File: config.mk
export PLATFORM = sky130hd
export DESIGN_NAME = axis_pkt_rr_arbiter
export DESIGN_NICKNAME = d
export VERILOG_FILES = /design/src/rtl/axis_arb_pkg.sv /design/src/rtl/rr_pick.sv /design/src/rtl/axis_pkt_rr_arbiter.sv
export SDC_FILE = /design/constraint.sdc
export NUM_CORES = 1
export LEC_CHECK = 0
export BUFFER_PORTS_ARGS = -buffer_cell sky130_fd_sc_hd__buf_2
export CAP_MARGIN = 5
export CORE_AREA = 2 2 77 79
export DETAILED_ROUTE_END_ITERATION = 10
export DIE_AREA = 0 0 79 81
export GPL_TIMING_DRIVEN = 0
export PLACE_DENSITY = 0.72
export SKIP_CTS_REPAIR_TIMING = 1
export SLEW_MARGIN = 10
export SYNTH_ARGS = -nofsm -noshare
export SYNTH_HDL_FRONTEND = slang
export SYNTH_SLANG_ARGS = --single-unit
File: constraint.sdc
create_clock -name M_AXIS_ACLK -period 2.3 [get_ports M_AXIS_ACLK]
set_input_delay 0.345 -clock M_AXIS_ACLK [delete_from_list [all_inputs] [get_ports M_AXIS_ACLK]]
set_output_delay 0.345 -clock M_AXIS_ACLK [all_outputs]
set_load 0.02 [all_outputs]
File: src/rtl/axis_arb_pkg.sv
// Shared state encoding and rotating-priority helper for the packet round-robin arbiter.
// Sized for up to MAX_PORTS requesters; callers zero-pad narrower request masks.
package axis_arb_pkg;

  localparam int MAX_PORTS = 8;

  typedef enum logic {
    ST_IDLE   = 1'b0,
    ST_STREAM = 1'b1
  } state_e;

  // First set bit of mask scanning last+1, last+2, ... modulo n.
  function automatic logic [2:0] rr_next(input logic [MAX_PORTS-1:0] mask,
                                         input logic [2:0]           last,
                                         input int                   n);
    logic [2:0] pick;
    logic [2:0] cidx;
    logic       found;
    int         cand;
    pick  = '0;
    found = 1'b0;
    for (int k = 1; k <= MAX_PORTS; k++) begin
      cand = (int'(last) + k) % n;
      cidx = cand[2:0];
      if (!found && (k <= n) && mask[cidx]) begin
        pick  = cidx;
        found = 1'b1;
      end
    end
    return pick;
  endfunction

endpackage

File: src/rtl/rr_pick.sv
// Rotating priority encoder: picks the first requester after last_i, purely combinational.
// No latency, no backpressure; any_req_o flags that the winner is meaningful.
module rr_pick
  import axis_arb_pkg::*;
#(
  parameter int NUM_PORTS = 4
) (
  input  logic [NUM_PORTS-1:0]         req_i,
  input  logic [$clog2(NUM_PORTS)-1:0] last_i,
  output logic [$clog2(NUM_PORTS)-1:0] winner_o,
  output logic                         any_req_o
);

  localparam int IW = $clog2(NUM_PORTS);

  logic [MAX_PORTS-1:0] mask;

  always_comb begin
    mask                = '0;
    mask[NUM_PORTS-1:0] = req_i;
  end

  assign winner_o  = IW'(rr_next(mask, 3'(last_i), NUM_PORTS));
  assign any_req_o = |req_i;

endmodule

File: src/rtl/axis_pkt_rr_arbiter.sv
// Packet-locked round-robin AXI-Stream arbiter; first beat one cycle after request, one idle cycle between packets.
// Master TREADY passes straight to the granted slave only; optional AXIS_ARB_MAX_BEATS_EN splits packets at MAX_BEATS.
module axis_pkt_rr_arbiter
  import axis_arb_pkg::*;
#(
  parameter int NUM_PORTS          = 4,
  parameter int C_AXIS_TDATA_WIDTH = 32,
  parameter int MAX_BEATS          = 16
) (
  input  logic                                      M_AXIS_ACLK,
  input  logic                                      M_AXIS_ARESET,
  input  logic [NUM_PORTS-1:0]                      S_AXIS_TVALID,
  input  logic [NUM_PORTS*C_AXIS_TDATA_WIDTH-1:0]   S_AXIS_TDATA,
  input  logic [NUM_PORTS*C_AXIS_TDATA_WIDTH/8-1:0] S_AXIS_TSTRB,
  input  logic [NUM_PORTS-1:0]                      S_AXIS_TLAST,
  output logic [NUM_PORTS-1:0]                      S_AXIS_TREADY,
  output logic                                      M_AXIS_TVALID,
  output logic [C_AXIS_TDATA_WIDTH-1:0]             M_AXIS_TDATA,
  output logic [C_AXIS_TDATA_WIDTH/8-1:0]           M_AXIS_TSTRB,
  output logic                                      M_AXIS_TLAST,
  input  logic                                      M_AXIS_TREADY,
  output logic [$clog2(NUM_PORTS)-1:0]              GRANT_ID,
  output logic                                      BUSY
);

  localparam int IW = $clog2(NUM_PORTS);
  localparam int W  = C_AXIS_TDATA_WIDTH;
  localparam int SW = C_AXIS_TDATA_WIDTH / 8;

  if (NUM_PORTS < 2 || NUM_PORTS > MAX_PORTS) begin : g_bad_ports
    $error("NUM_PORTS must be 2..8");
  end
  if (MAX_BEATS < 1) begin : g_bad_beats
    $error("MAX_BEATS must be at least 1");
  end

  state_e        state_q, state_d;
  logic [IW-1:0] grant_q, grant_d;
  logic [IW-1:0] last_grant_q, last_grant_d;
  logic [IW-1:0] winner;
  logic          any_req;

  logic          sel_vld, sel_last, beat_cap, m_acc;
  logic [W-1:0]  sel_dat;
  logic [SW-1:0] sel_strb;

  rr_pick #(.NUM_PORTS(NUM_PORTS)) u_pick (
    .req_i     (S_AXIS_TVALID),
    .last_i    (last_grant_q),
    .winner_o  (winner),
    .any_req_o (any_req)
  );

  assign sel_vld  = S_AXIS_TVALID[grant_q];
  assign sel_last = S_AXIS_TLAST[grant_q];
  assign sel_dat  = S_AXIS_TDATA[grant_q*W +: W];
  assign sel_strb = S_AXIS_TSTRB[grant_q*SW +: SW];

`ifdef AXIS_ARB_MAX_BEATS_EN
  localparam int CW = $clog2(MAX_BEATS + 1);
  logic [CW-1:0] cnt_q, cnt_d;

  // The MAX_BEATS-th accepted beat of a grant closes the packet.
  assign beat_cap = (cnt_q == CW'(MAX_BEATS - 1));

  always_comb begin
    cnt_d = cnt_q;
    if (state_q == ST_IDLE) begin
      cnt_d = '0;
    end else if (m_acc) begin
      cnt_d = cnt_q + CW'(1);
    end
  end

  always_ff @(posedge M_AXIS_ACLK) begin
    if (M_AXIS_ARESET) begin
      cnt_q <= '0;
    end else begin
      cnt_q <= cnt_d;
    end
  end
`else
  assign beat_cap = 1'b0;
`endif

  always_comb begin
    state_d       = state_q;
    grant_d       = grant_q;
    last_grant_d  = last_grant_q;
    M_AXIS_TVALID = 1'b0;
    M_AXIS_TDATA  = '0;
    M_AXIS_TSTRB  = '0;
    M_AXIS_TLAST  = 1'b0;
    S_AXIS_TREADY = '0;
    m_acc         = 1'b0;
    case (state_q)
      ST_IDLE: begin
        if (any_req) begin
          grant_d = winner;
          state_d = ST_STREAM;
        end
      end
      ST_STREAM: begin
        M_AXIS_TVALID = sel_vld;
        // Data fields stay zero while the granted source stalls.
        if (sel_vld) begin
          M_AXIS_TDATA = sel_dat;
          M_AXIS_TSTRB = sel_strb;
          M_AXIS_TLAST = sel_last | beat_cap;
        end
        S_AXIS_TREADY[grant_q] = M_AXIS_TREADY;
        m_acc = sel_vld & M_AXIS_TREADY;
        if (m_acc && M_AXIS_TLAST) begin
          last_grant_d = grant_q;
          state_d      = ST_IDLE;
        end
      end
    endcase
  end

  always_ff @(posedge M_AXIS_ACLK) begin
    if (M_AXIS_ARESET) begin
      state_q      <= ST_IDLE;
      grant_q      <= '0;
      last_grant_q <= IW'(NUM_PORTS - 1);
    end else begin
      state_q      <= state_d;
      grant_q      <= grant_d;
      last_grant_q <= last_grant_d;
    end
  end

  assign GRANT_ID = grant_q;
  assign BUSY     = (state_q == ST_STREAM);

endmodule

* Word-level counts from Yosys, hierarchy flattened
Cells that the tools add are included.
** Operators by class
- Add/sub/neg operators :: 4
- Magnitude comparators :: 6
- Shift-type cells :: 2
- Muxes and demuxes :: 33
- Bitwise logic cells :: 7
- Reduce and logical (&&, ||, !) cells :: 15
** Operator list (count)
- indexed part select 128 x 8 -> 32 bit :: 1
- 2-to-1 mux 32 bit :: 2
- less-than comparator 3 x 4 -> 1 bit, second input constant :: 4
- 2-to-1 mux 1 bit :: 16
- indexed part select 16 x 5 -> 4 bit :: 1
- binary-select mux 1 bit (select 3 bit) :: 4
- 2-to-1 mux 4 bit :: 3
- 2-to-1 mux 2 bit :: 4
- OR reduction 2 bit :: 4
- logical AND 1 bit :: 5
- adder 2 x 1 -> 2 bit, second input constant :: 2
- adder 2 bit, second input constant :: 2
- AND 1 bit, first input constant :: 4
- AND 4 bit :: 1
- binary-select mux 1 bit (select 2 bit) :: 2
- AND reduction 2 bit :: 2
- OR reduction 4 bit :: 1
- logical NOT 1 bit :: 3
- less-than comparator 2 x 3 -> 1 bit, second input constant :: 1
- demux 1 bit (select 2 bit) :: 1
- greater-or-equal comparator 2 x 1 -> 1 bit, second input constant :: 1
- case mux 1 bit (2 select lines) :: 1
- AND 1 bit :: 1
- inverter 1 bit :: 1
** Word-level totals
- Register bits after elaboration :: 5
- Bits of input ports :: 155
- Output and inout bits :: 45
- Word-level logic and storage cells :: 70

* Longest topological paths before layout
Gate-level depths: netlist (run 1).
- Word-level depth :: 15
- Gate-level depth with buffers :: 6
- Mapped depth without buffers :: 4

* Hierarchy
A second synthesis (run 1) with hierarchy kept.
** Second synthesis, totals
- Cells, all modules :: 137
- Area, all modules :: 1497.7 um^2
** Modules (own cells, without submodules)
- axis_pkt_rr_arbiter :: times used 1, cells each 123, area each 1416.4 um^2, seq. area each 100.1 um^2
- rr_pick :: times used 1, cells each 14, area each 81.3 um^2, seq. area each 0.0 um^2

* Least setup slack after synthesis (run 1)
OpenSTA, ideal clock, no wires.
- Path kind :: register to output
- Start point :: register grant_q[0] (netlist: GRANT_ID[0])
- End point :: output M_AXIS_TDATA[10]
- Data arrival time :: 1.658 ns
- Required time :: 1.955 ns
- Setup slack :: 0.297 ns
- Cell stages (with the launch flop) :: 5
- Buffers on the path :: 2
- Path through :: dfxtp_1 > buf_6 > buf_2 > mux4_2 > and3_1
** Between the ends
- Word-level cells in the longest chain between the ends :: 4
- Elaborated cells between the ends (all ways) :: 5
- Those cells by class :: shift: 1; mux: 4
** RTL lines
- start: declaration :: line axis_pkt_rr_arbiter.sv:38 : logic [IW-1:0] grant_q, grant_d;
- start signal: assignment :: line axis_pkt_rr_arbiter.sv:128 : grant_q <= grant_d;
- branches (longest 2 deep; another with indexed part select 128 x 8 -> 32 bit)
- 2-to-1 mux 32 bit * :: line axis_pkt_rr_arbiter.sv:106 : if (sel_vld) begin
- 2-to-1 mux 32 bit * :: line axis_pkt_rr_arbiter.sv:96 : case (state_q)
- end: declaration :: line axis_pkt_rr_arbiter.sv:18 : output logic [C_AXIS_TDATA_WIDTH-1:0] M_AXIS_TDATA,
Mark *: on every way between the ends. The select of a mux whose other input is x is not followed.

* Worst setup path after layout (run 1)
- Start point :: register grant_q[0] (netlist: GRANT_ID[0])
- End point :: output M_AXIS_TDATA[18]
Same word-level chain as after synthesis.

==> impl_metrics.env, run 1 <==
export IMPL_outcome="finished, final reports clean"
export IMPL_first_global_vias=2050
export IMPL_clockPowerShare=0.169
export IMPL_p_comb_frac=0.727
export IMPL_numCtsBuffers=3
export IMPL_setup_worst_path_end_class="primary output"
export IMPL_total_power_uw=977
export IMPL_grt_first_pass_wirelength_mm=10.1
export IMPL_routedWlPerCell_um=16.4
export IMPL_crit_path_max_incr_delay_ns=0.54
export IMPL_yosysSeqAreaShare=0.0655
export IMPL_fin_util=0.480
export IMPL_gp_congestion=0.888
export IMPL_setup_total_negative_slack_ns=0
export IMPL_rsz0062_at_grt="false"
export IMPL_num_vias=2125
export IMPL_ys_types=25
export IMPL_top_cell_type_by_total_area_after_synthesis="sky130_fd_sc_hd__mux4_2"
export IMPL_syn_area_per_cell_um2=10.7
export IMPL_synth_edff_count=0
export IMPL_finalSetupViolations=0
export IMPL_clock_sinks=5
export IMPL_totalWireLength_mm=6.96
export IMPL_final_period_utilization=0.973
export IMPL_cp_data_required_time_ns=1.96
export IMPL_critical_path_reg2reg_startpoint="GRANT_ID[0]$_SDFFE_PP0P_"
export IMPL_setup_crit_start_kind="flop"
export IMPL_post_synth_instance_area_um2=1530
export IMPL_power_switching_fraction=0.390
export IMPL_layout_min_cycle_time_ns=2.24
export IMPL_chain_of_cells_forming_the_critical_path="buf_6 > mux4_2 > buf_8 > buf_2 > and3_1 > buf_2"
export IMPL_cells_on_worst_reg2reg_path=6
export IMPL_critical_path_top_delay_family="buffers and inverters"
export IMPL_min_path_type="in -> reg"
export IMPL_clock_tree_buffer_depth=2
export IMPL_drt_pass1_iter_count=4
export IMPL_switch_pwr_uw=381
export IMPL_leakage_uw=0.00154
export IMPL_worstSetupPathDepth=6
export IMPL_p_seq_frac=0.104
export IMPL_die_width_um=79
export IMPL_critical_path_startpoint="GRANT_ID[0]$_SDFFE_PP0P_"
export IMPL_slew_headroom=0.680
export IMPL_clk_transition_reported_paths_ns=0.04
export IMPL_boundaryPins=200
export IMPL_die_y_um=81
export IMPL_timing_critical_path_arrival_ns=1.89
export IMPL_max_freq_mhz=447
export IMPL_synth_warnings=0
export IMPL_floorplan_initialDensity=0.269
export IMPL_postSynthRegisterBits=5
export IMPL_final_hold_viol_count=0
export IMPL_grt_start_max_net_pins=11
export IMPL_clock_latency_of_the_later_clocked_register_in_the_worst_skew_pair_ns=0.22
export IMPL_placementRows=28
export IMPL_maxSlewViolCount=0
export IMPL_timing_critical_path_mode_cell="sky130_fd_sc_hd__buf_2"
export IMPL_detailedRoute_firstIterationViolations=46
export IMPL_setup_worst_path_end="M_AXIS_TDATA[18]"
export IMPL_worst_r2r_endpoint="BUSY$_SDFF_PP0_"
export IMPL_synth_top_cell_area_share=0.545
export IMPL_max_slew_worst_pin_slew_ns=0.475
export IMPL_antenna_violations_before_repair=1
export IMPL_routed_via_density=5.01
export IMPL_cts_tree="yes"
export IMPL_postSynth_asyncResetShare=0
export IMPL_pwr_density_cell_nw_per_um2=358
export IMPL_track_usage=0.202
export IMPL_final_antenna_net_count=0
export IMPL_critical_path_class="reg -> out"
export IMPL_timing_clock_skew_ns=0.00227
export IMPL_max_cap_violations=0
export IMPL_synth_common_cells="sky130_fd_sc_hd__and3_1 (37), sky130_fd_sc_hd__mux4_2 (37), sky130_fd_sc_hd__nor2_1 (12)"
export IMPL_syn_num_nets=298
export IMPL_max_vdd_ir_drop_mv=0.440
export IMPL_num_antenna_cells=0
export IMPL_total_core_area_um2=5680
export IMPL_route_detailed_drc=0
export IMPL_post_synth_main_area_contributors="sky130_fd_sc_hd__mux4_2 (55%), sky130_fd_sc_hd__and3_1 (15%), sky130_fd_sc_hd__dfxtp_1 (6.5%)"
export IMPL_cellInternalPower_uw=595
export IMPL_nets=505
export IMPL_path_buf_inv=4
export IMPL_area_growth_synth_to_final_pct=78.3
export IMPL_io_buffer_count=199
export IMPL_area_of_the_die_um2=6400
export IMPL_dp_hpwl_mm=5.99
export IMPL_grt_overflow_total=0
export IMPL_setup_slack_on_the_worst_flop_to_flop_path_ns=0.59
export IMPL_layout_drive_gt1_share=0.745
export IMPL_syn_instance_count=143
export IMPL_critical_path_slowest_cell="sky130_fd_sc_hd__mux4_2"
export IMPL_clock_tree_root_cell="sky130_fd_sc_hd__clkbuf_8"
export IMPL_ys_dominant_reg_cell="sky130_fd_sc_hd__dfxtp_1"
export IMPL_layout_filler_cells=570
export IMPL_h_tree_lvl_count=1
export IMPL_timing_critical_path_fanout_max=10
layer usage:
metal / track usage / up-vias / share of wire
met1: 0.251 / 1001 / 0.39
li1: - / 997 / -
met3: 0.0322 / 16 / 0.072
met4: 0.0569 / 2 / 0.024
met5: 0 / - / 0.0010
met2: 0.362 / 109 / 0.51
power by group through the flow:
| stage | clock [µW] | combinational (µW) | sequential, µW |
|---|---|---|---|
| 2_1_floorplan | 0 | 421 | 107 |
| 3_3_place_gp | 0 | 671 | 102 |
| 3_5_place_dp | 0 | 685 | 103 |
| 4_1_cts | 170 | 687 | 101 |
| 5_1_grt | 177 | 768 | 103 |
| 6_report | 165 | 710 | 102 |
layout make-up:
type	count	area, µm²	share of cell area
timing repair buffer	202	1040	0.381
multi-input combinational	115	1320	0.483
buffer	19	115	0.0422
inverter	4	15.0	0.00551
sequential	5	101	0.0372
clock buffer	4	45.0	0.0165
tap	75	93.8	0.0344
layout by cell type (no fill, tap or decap), types with 2 or more instances in the layout:
| master | netlist | layout |
|---|---|---|
| sky130_fd_sc_hd__buf_2 | 5 | 202 |
| sky130_fd_sc_hd__dfxtp_1 | 5 | 4 |
| sky130_fd_sc_hd__clkbuf_8 | 0 | 3 |
| sky130_fd_sc_hd__o22ai_1 | 2 | 2 |
| sky130_fd_sc_hd__mux4_2 | 37 | 37 |
| sky130_fd_sc_hd__clkbuf_4 | 0 | 2 |
| sky130_fd_sc_hd__clkbuf_2 | 0 | 4 |
| sky130_fd_sc_hd__nor2_1 | 12 | 12 |
| sky130_fd_sc_hd__nand2b_1 | 2 | 2 |
| sky130_fd_sc_hd__nand3_1 | 2 | 2 |
| sky130_fd_sc_hd__nand2_1 | 6 | 6 |
| sky130_fd_sc_hd__and3_1 | 37 | 37 |
| sky130_fd_sc_hd__clkbuf_1 | 11 | 6 |
| sky130_fd_sc_hd__inv_1 | 4 | 4 |
| sky130_fd_sc_hd__buf_4 | 1 | 5 |
| sky130_fd_sc_hd__mux2i_1 | 6 | 6 |
per-stage QoR:
| step | instances | hold slack, ns | instance area [µm²] | setup slack (ns) |
|---|---|---|---|---|
| floorplan | 143 | 0.410 | 1530 | 0.297 |
| global placement | 417 | 0.569 | 2620 | 0.205 |
| detailed placement | 417 | 0.574 | 2620 | 0.184 |
| CTS | 421 | 0.358 | 2660 | -0.0590 |
| global route | 424 | 0.371 | 2730 | 0.00388 |
| finish | 424 | 0.363 | 2730 | 0.0613 |
sequential cells by signal (all words and copies together), names as in the netlist:
name / count
GRANT_ID: 2
last_grant_q: 2
BUSY: 1
how the worst min path moves through the flow:
stage	start	slack, ns	depth (start not counted)	endpoint
detailed placement	last_grant_q[0]$_SDFFE_PP1P_	0.57	2	last_grant_q[0]$_SDFFE_PP1P_
CTS	M_AXIS_ARESET	0.36	2	BUSY$_SDFF_PP0_
floorplan	M_AXIS_ARESET	0.41	1	BUSY$_SDFF_PP0_
finish	M_AXIS_ARESET	0.36	2	BUSY$_SDFF_PP0_
global route	M_AXIS_ARESET	0.37	2	BUSY$_SDFF_PP0_
global placement	last_grant_q[0]$_SDFFE_PP1P_	0.57	2	last_grant_q[0]$_SDFFE_PP1P_
logic make-up (layout without fill, tap and decap cells):
group / count (synthesis) / count (layout) / share of synthesized area
flops: 5 / 5 / 0.0655
mux: 43 / 43 / 0.584
simple gates: 63 / 63 / 0.229
buf+inv: 23 / 229 / 0.0728
compound gates: 9 / 9 / 0.0483
(Power assumes the default switching activity.)
==> run 2, diff against run 1 <==
--- a/config.mk
+++ b/config.mk
@@ -7,13 +7,14 @@
 export LEC_CHECK = 0
 export BUFFER_PORTS_ARGS = -buffer_cell sky130_fd_sc_hd__buf_2
 export CAP_MARGIN = 5
-export CORE_AREA = 2 2 77 79
+export CORE_AREA = 2 2 78 80
 export DETAILED_ROUTE_END_ITERATION = 10
-export DIE_AREA = 0 0 79 81
+export DIE_AREA = 0 0 80 82
 export GPL_TIMING_DRIVEN = 0
-export PLACE_DENSITY = 0.72
+export PLACE_DENSITY = 0.7
 export SKIP_CTS_REPAIR_TIMING = 1
 export SLEW_MARGIN = 10
 export SYNTH_ARGS = -nofsm -noshare
 export SYNTH_HDL_FRONTEND = slang
+export SYNTH_HIERARCHICAL = 1
 export SYNTH_SLANG_ARGS = --single-unit
==> impl_metrics.env, run 2 <==
export IMPL_placementRows=28
export IMPL_layout_min_cycle_time_ns=2.40
export IMPL_synth_common_cells="sky130_fd_sc_hd__and3_1 (37), sky130_fd_sc_hd__mux4_2 (37), sky130_fd_sc_hd__clkbuf_1 (9), sky130_fd_sc_hd__nor2_1 (9)"
export IMPL_finalSetupViolations=20
export IMPL_layout_cells_most_common="sky130_fd_sc_hd__buf_2"
export IMPL_numCtsBuffers=3
export IMPL_area_of_the_die_um2=6560
export IMPL_layout_cells_most_common_list="sky130_fd_sc_hd__buf_2 (202), sky130_fd_sc_hd__mux4_2 (37), sky130_fd_sc_hd__and3_1 (37)"
export IMPL_setup_worst_path_end_class="primary output"
export IMPL_timing_critical_path_mode_cell="sky130_fd_sc_hd__buf_2"
export IMPL_postSynthRegisterBits=5
export IMPL_cp_data_required_time_ns=1.96
export IMPL_dp_worst_setup_slack_ns=0.156
export IMPL_clock_latency_of_the_later_clocked_register_in_the_worst_skew_pair_ns=0.22
export IMPL_failing_checks="setup timing"
export IMPL_critical_path_class="reg -> out"
export IMPL_post_synth_instance_area_um2=1500
export IMPL_clock_tree_buffer_depth=2
export IMPL_critical_path_top_delay_family="buffers and inverters"
export IMPL_globalRouteMet2Util=0.334
export IMPL_synth_xor_xnor_area_share=0
export IMPL_share_of_the_synthesized_area_in_compound_gates_ao_oa_aoi_oai=0.0501
export IMPL_adder_cell_fraction_of_synth_area=0
export IMPL_h_tree_lvl_count=1
export IMPL_critical_path_slowest_cell="sky130_fd_sc_hd__clkbuf_1"
export IMPL_final_period_utilization=1.04
export IMPL_maxSlewViolCount=0
export IMPL_clock_tree_root_cell="sky130_fd_sc_hd__clkbuf_8"
export IMPL_leakage_uw=0.00147
export IMPL_clk_transition_reported_paths_ns=0.04
export IMPL_timing_clock_skew_ns=0.00309
export IMPL_num_antenna_cells=0
export IMPL_synth_top_cell_area_share=0.556
export IMPL_grt_start_max_net_pins=11
export IMPL_boundaryPins=200
export IMPL_ys_dominant_reg_cell="sky130_fd_sc_hd__dfxtp_1"
export IMPL_max_cap_violations=0
export IMPL_yosysSeqAreaShare=0.0668
export IMPL_area_growth_synth_to_final_pct=76.2
export IMPL_max_slew_worst_pin_slew_ns=0.631
export IMPL_cts_tree="yes"
export IMPL_route_detailed_drc=0
export IMPL_num_vias=2080
export IMPL_chain_of_cells_forming_the_critical_path="buf_2 > clkbuf_1 > mux4_2 > and3_1 > buf_2"
export IMPL_top_cell_type_by_total_area_after_synthesis="sky130_fd_sc_hd__mux4_2"
export IMPL_min_path_type="in -> reg"
export IMPL_post_synth_main_area_contributors="sky130_fd_sc_hd__mux4_2 (56%), sky130_fd_sc_hd__and3_1 (15%), sky130_fd_sc_hd__dfxtp_1 (6.7%)"
export IMPL_grt_use_met3=0.0264
export IMPL_slew_headroom=0.579
export IMPL_syn_num_nets=292
export IMPL_die_y_um=82
export IMPL_synth_simple_area_share=0.224
export IMPL_top_usage_layer="met2"
export IMPL_antenna_violations_before_repair=0
export IMPL_total_core_area_um2=5750
export IMPL_timing_critical_path_fanout_max=10
export IMPL_io_buffer_count=199
export IMPL_floorplan_initialDensity=0.261
export IMPL_drt_pass1_iter_count=4
export IMPL_final_hold_viol_count=0
export IMPL_outcome="finished with violations"
export IMPL_postSynth_asyncResetShare=0
export IMPL_setup_crit_start_kind="flop"
export IMPL_ys_types=24
export IMPL_syn_area_per_cell_um2=10.9
export IMPL_die_width_um=80
export IMPL_layout_filler_cells=566
export IMPL_routed_via_density=5.01
export IMPL_totalWireLength_mm=6.71
export IMPL_muxShareOfSynthArea=0.590
export IMPL_routedWlPerCell_um=16.2
export IMPL_rsz0062_at_grt="true"
export IMPL_final_antenna_net_count=0
export IMPL_dp_hpwl_mm=5.77
export IMPL_use_met1=0.233
export IMPL_crit_path_max_incr_delay_ns=0.53
export IMPL_gp_congestion=0.838
export IMPL_grt_overflow_total=0
export IMPL_max_vdd_ir_drop_mv=0.398
export IMPL_grt_first_pass_wirelength_mm=9.44
export IMPL_syn_instance_count=137
export IMPL_layout_drive_gt1_share=0.735
export IMPL_setup_total_negative_slack_ns=-1.01
export IMPL_first_global_vias=1941
export IMPL_pwr_density_cell_nw_per_um2=331
export IMPL_nets=496
export IMPL_setup_ws_ns=-0.0959
export IMPL_track_usage=0.182
export IMPL_dominant_combinational_cell_family_by_area_after_synthesis="multiplexers"
export IMPL_clock_sinks=5
export IMPL_detailedRoute_firstIterationViolations=48
export IMPL_synth_edff_count=0
export IMPL_synth_warnings=6
export IMPL_path_buf_inv=3
export IMPL_timing_critical_path_arrival_ns=2.05
export IMPL_max_freq_mhz=417
[run 2: changes by cell type after synthesis, moves of 2 or more]
cell                       delta
sky130_fd_sc_hd__a21boi_1     +2
sky130_fd_sc_hd__nor2_1       -3
sky130_fd_sc_hd__a21oi_1      +2
sky130_fd_sc_hd__a211o_1      +2
sky130_fd_sc_hd__clkbuf_1     -2
[run 2: cell type report]
type,instances,area (µm²),share of cell area
plain buffers,18,98.8,0.0375
clock buffers,4,45.0,0.0171
inverters,3,11.3,0.00427
multi-input cells,111,1290,0.490
flip-flops and latches,5,100,0.0379
well taps,75,93.8,0.0356
repair buffers,199,996,0.377
[run 2: worst reg2reg max path: stages, from the launching register on]
cell and delay [ns]:
sky130_fd_sc_hd__dfxtp_1 0.33, sky130_fd_sc_hd__buf_6 0.14, sky130_fd_sc_hd__mux4_2 0.56, sky130_fd_sc_hd__and2_4 0.18
sky130_fd_sc_hd__a211o_1 0.28
[run 2: metal layers]
metal	wire length (µm)	up-vias	share of wire
met2	3630	101	0.54
met5	0	-	0
met1	2510	1002	0.37
met4	36	0	0.0054
met3	538	6	0.080
li1	-	971	-
[run 2: cell families after synthesis]
group | after synthesis
AOI/OAI and AO/OA | 10
muxes | 42
buffers and inverters | 21
DFF | 5
and+or+nand+nor | 59
[run 2: path summary, 6_finish.rpt]
path | slack (ns) | from | endpoint | cells past startpoint
worst max-delay path | -0.1 | GRANT_ID[1]$_SDFFE_PP0P_ | M_AXIS_TDATA[26] | 5
worst min-delay path | 0.36 | M_AXIS_ARESET | GRANT_ID[1]$_SDFFE_PP0P_ | 2
worst max register to register | 0.71 | GRANT_ID[0]$_SDFFE_PP0P_ | last_grant_q[1]$_SDFFE_PP1P_ | 4
worst min register to register | 0.71 | last_grant_q[0]$_SDFFE_PP1P_ | GRANT_ID[0]$_SDFFE_PP0P_ | 3
[run 2: report_power, final]
group	switching [µW]	internal, µW	total [µW]
combinational	285	324	609
sequential	6.97	93.5	101
clock	44.4	119	164
[run 2: metrics by stage]
step                      hold WS [ns]  total power (µW)  cell area (µm²)  utilization  cells
after floorplan                  0.417               469             1500            -    137
after global placement           0.581               700             2590        0.450    411
after detailed placement         0.582               712             2590        0.450    411
final                            0.355               873             2640        0.459    415
after global routing             0.368               931             2640        0.459    415
after CTS                        0.351               878             2630        0.458    415
==> run 3, diff against run 2 <==
--- a/config.mk
+++ b/config.mk
@@ -5,12 +5,11 @@
 export SDC_FILE = /design/constraint.sdc
 export NUM_CORES = 1
 export LEC_CHECK = 0
-export BUFFER_PORTS_ARGS = -buffer_cell sky130_fd_sc_hd__buf_2
+export BUFFER_PORTS_ARGS = -buffer_cell sky130_fd_sc_hd__buf_4
 export CAP_MARGIN = 5
 export CORE_AREA = 2 2 78 80
 export DETAILED_ROUTE_END_ITERATION = 10
 export DIE_AREA = 0 0 80 82
-export GPL_TIMING_DRIVEN = 0
 export PLACE_DENSITY = 0.7
 export SKIP_CTS_REPAIR_TIMING = 1
 export SLEW_MARGIN = 10
==> impl_metrics.env, run 3 (synthesis gave the netlist of run 2 again) <==
export IMPL_final_antenna_net_count=0
export IMPL_layout_drive_gt1_share=0.760
export IMPL_floorplan_initialDensity=0.261
export IMPL_gp_congestion=0.789
export IMPL_rsz0062_at_grt="false"
export IMPL_track_usage=0.185
export IMPL_final_period_utilization=0.937
export IMPL_total_core_area_um2=5750
export IMPL_first_global_vias=1921
export IMPL_clk_transition_reported_paths_ns=0.04
export IMPL_grt_start_max_net_pins=40
export IMPL_max_freq_mhz=464
export IMPL_grt_first_pass_wirelength_mm=9.52
export IMPL_finalSetupViolations=0
export IMPL_critical_path_class="reg -> out"
export IMPL_totalWireLength_mm=6.79
export IMPL_setup_crit_start_kind="flop"
export IMPL_total_power_uw=969
export IMPL_numCtsBuffers=3
export IMPL_final_hold_viol_count=0
export IMPL_nets=485
export IMPL_h_tree_lvl_count=1
export IMPL_area_growth_synth_to_final_pct=108
export IMPL_num_antenna_cells=0
export IMPL_layout_cells_most_common_list="sky130_fd_sc_hd__buf_4 (204), sky130_fd_sc_hd__mux4_2 (37), sky130_fd_sc_hd__and3_1 (37)"
export IMPL_timing_critical_path_arrival_ns=1.81
export IMPL_layout_min_cycle_time_ns=2.15
export IMPL_grt_overflow_total=0
export IMPL_leakage_uw=0.00160
export IMPL_clock_tree_buffer_depth=2
export IMPL_dp_hpwl_mm=5.56
export IMPL_outcome="finished, final reports clean"
export IMPL_clock_latency_of_the_later_clocked_register_in_the_worst_skew_pair_ns=0.22
export IMPL_clock_tree_root_cell="sky130_fd_sc_hd__clkbuf_8"
export IMPL_io_buffer_count=199
export IMPL_routed_via_density=4.92
export IMPL_die_y_um=82
export IMPL_max_slew_worst_pin_slew_ns=0.344
export IMPL_max_cap_violations=0
export IMPL_drt_pass1_iter_count=4
export IMPL_min_path_type="in -> reg"
export IMPL_area_of_the_die_um2=6560
export IMPL_maxSlewViolCount=0
export IMPL_cts_tree="yes"
export IMPL_timing_critical_path_fanout_max=39
export IMPL_detailedRoute_firstIterationViolations=64
export IMPL_placementRows=28
export IMPL_routedWlPerCell_um=16.8
export IMPL_clock_sinks=5
export IMPL_boundaryPins=200
export IMPL_route_detailed_drc=0
export IMPL_antenna_violations_before_repair=0
export IMPL_max_vdd_ir_drop_mv=0.326
export IMPL_num_vias=1986
export IMPL_pwr_density_cell_nw_per_um2=311
export IMPL_slew_headroom=0.771
export IMPL_cp_data_required_time_ns=1.96
export IMPL_timing_clock_skew_ns=0.00213
export IMPL_layout_cells_most_common="sky130_fd_sc_hd__buf_4"
export IMPL_die_width_um=80
export IMPL_setup_worst_path_end_class="primary output"
export IMPL_setup_total_negative_slack_ns=0
run 3: changes by cell type in the layout (fill, tap and decap cells not counted), moves of 2 or more:
cell | previous run | this run
sky130_fd_sc_hd__buf_6 | 2 | 0
sky130_fd_sc_hd__buf_4 | 2 | 204
sky130_fd_sc_hd__buf_1 | 2 | 0
sky130_fd_sc_hd__buf_2 | 202 | 0
sky130_fd_sc_hd__buf_12 | 0 | 2
sky130_fd_sc_hd__dfxtp_1 | 5 | 3
sky130_fd_sc_hd__clkbuf_1 | 8 | 1
run 3: worst max-delay path, stage by stage (launching register included):
cell                      delay [ns]
sky130_fd_sc_hd__dfxtp_4        0.42
sky130_fd_sc_hd__mux4_2         0.53
sky130_fd_sc_hd__buf_4          0.27
sky130_fd_sc_hd__and3_1         0.22
sky130_fd_sc_hd__buf_4          0.15
run 3: final timing paths:
kind                             from                            to  slack, ns  cells after the start
max          GRANT_ID[0]$_SDFFE_PP0P_              M_AXIS_TDATA[22]       0.15                      4
min                     M_AXIS_ARESET      GRANT_ID[0]$_SDFFE_PP0P_       0.32                      2
max reg2reg  GRANT_ID[0]$_SDFFE_PP0P_  last_grant_q[1]$_SDFFE_PP1P_       0.49                      4
min reg2reg           BUSY$_SDFF_PP0_               BUSY$_SDFF_PP0_       0.55                      2
run 3: final cells by class:
cell class | instances | area [µm²]
Clock buffer | 4 | 45.0
Timing Repair Buffer | 206 | 1570
Multi-Input combinational cell | 111 | 1290
Fill cell | 549 | 2630
Sequential cell | 5 | 105
Tap cell | 75 | 93.8
Inverter | 3 | 11.3
run 3: routing by layer:
layer,GRT usage,vias up,share of wire
li1,-,948,-
met3,0.0462,2,0.093
met1,0.235,939,0.37
met4,0.0254,0,0.0040
met2,0.327,97,0.53
met5,0,-,0
run 3: where the power goes:
| part | internal, µW | switching, µW | total [µW] |
|---|---|---|---|
| logic | 428 | 277 | 705 |
| clock network | 119 | 39.7 | 158 |
| registers | 94.0 | 12.0 | 106 |
run 3: per-stage QoR:
step | area [µm²] | util | instances | setup slack, ns | hold WS (ns)
5_1_grt | 3120 | 0.543 | 404 | 0.0754 | 0.328
3_5_place_dp | 3070 | 0.535 | 400 | 0.298 | 0.543
3_3_place_gp | 3070 | 0.535 | 400 | 0.328 | 0.543
6_report | 3120 | 0.543 | 404 | 0.145 | 0.319
2_1_floorplan | 1500 | - | 137 | 0.287 | 0.417
4_1_cts | 3120 | 0.543 | 404 | 0.0523 | 0.319
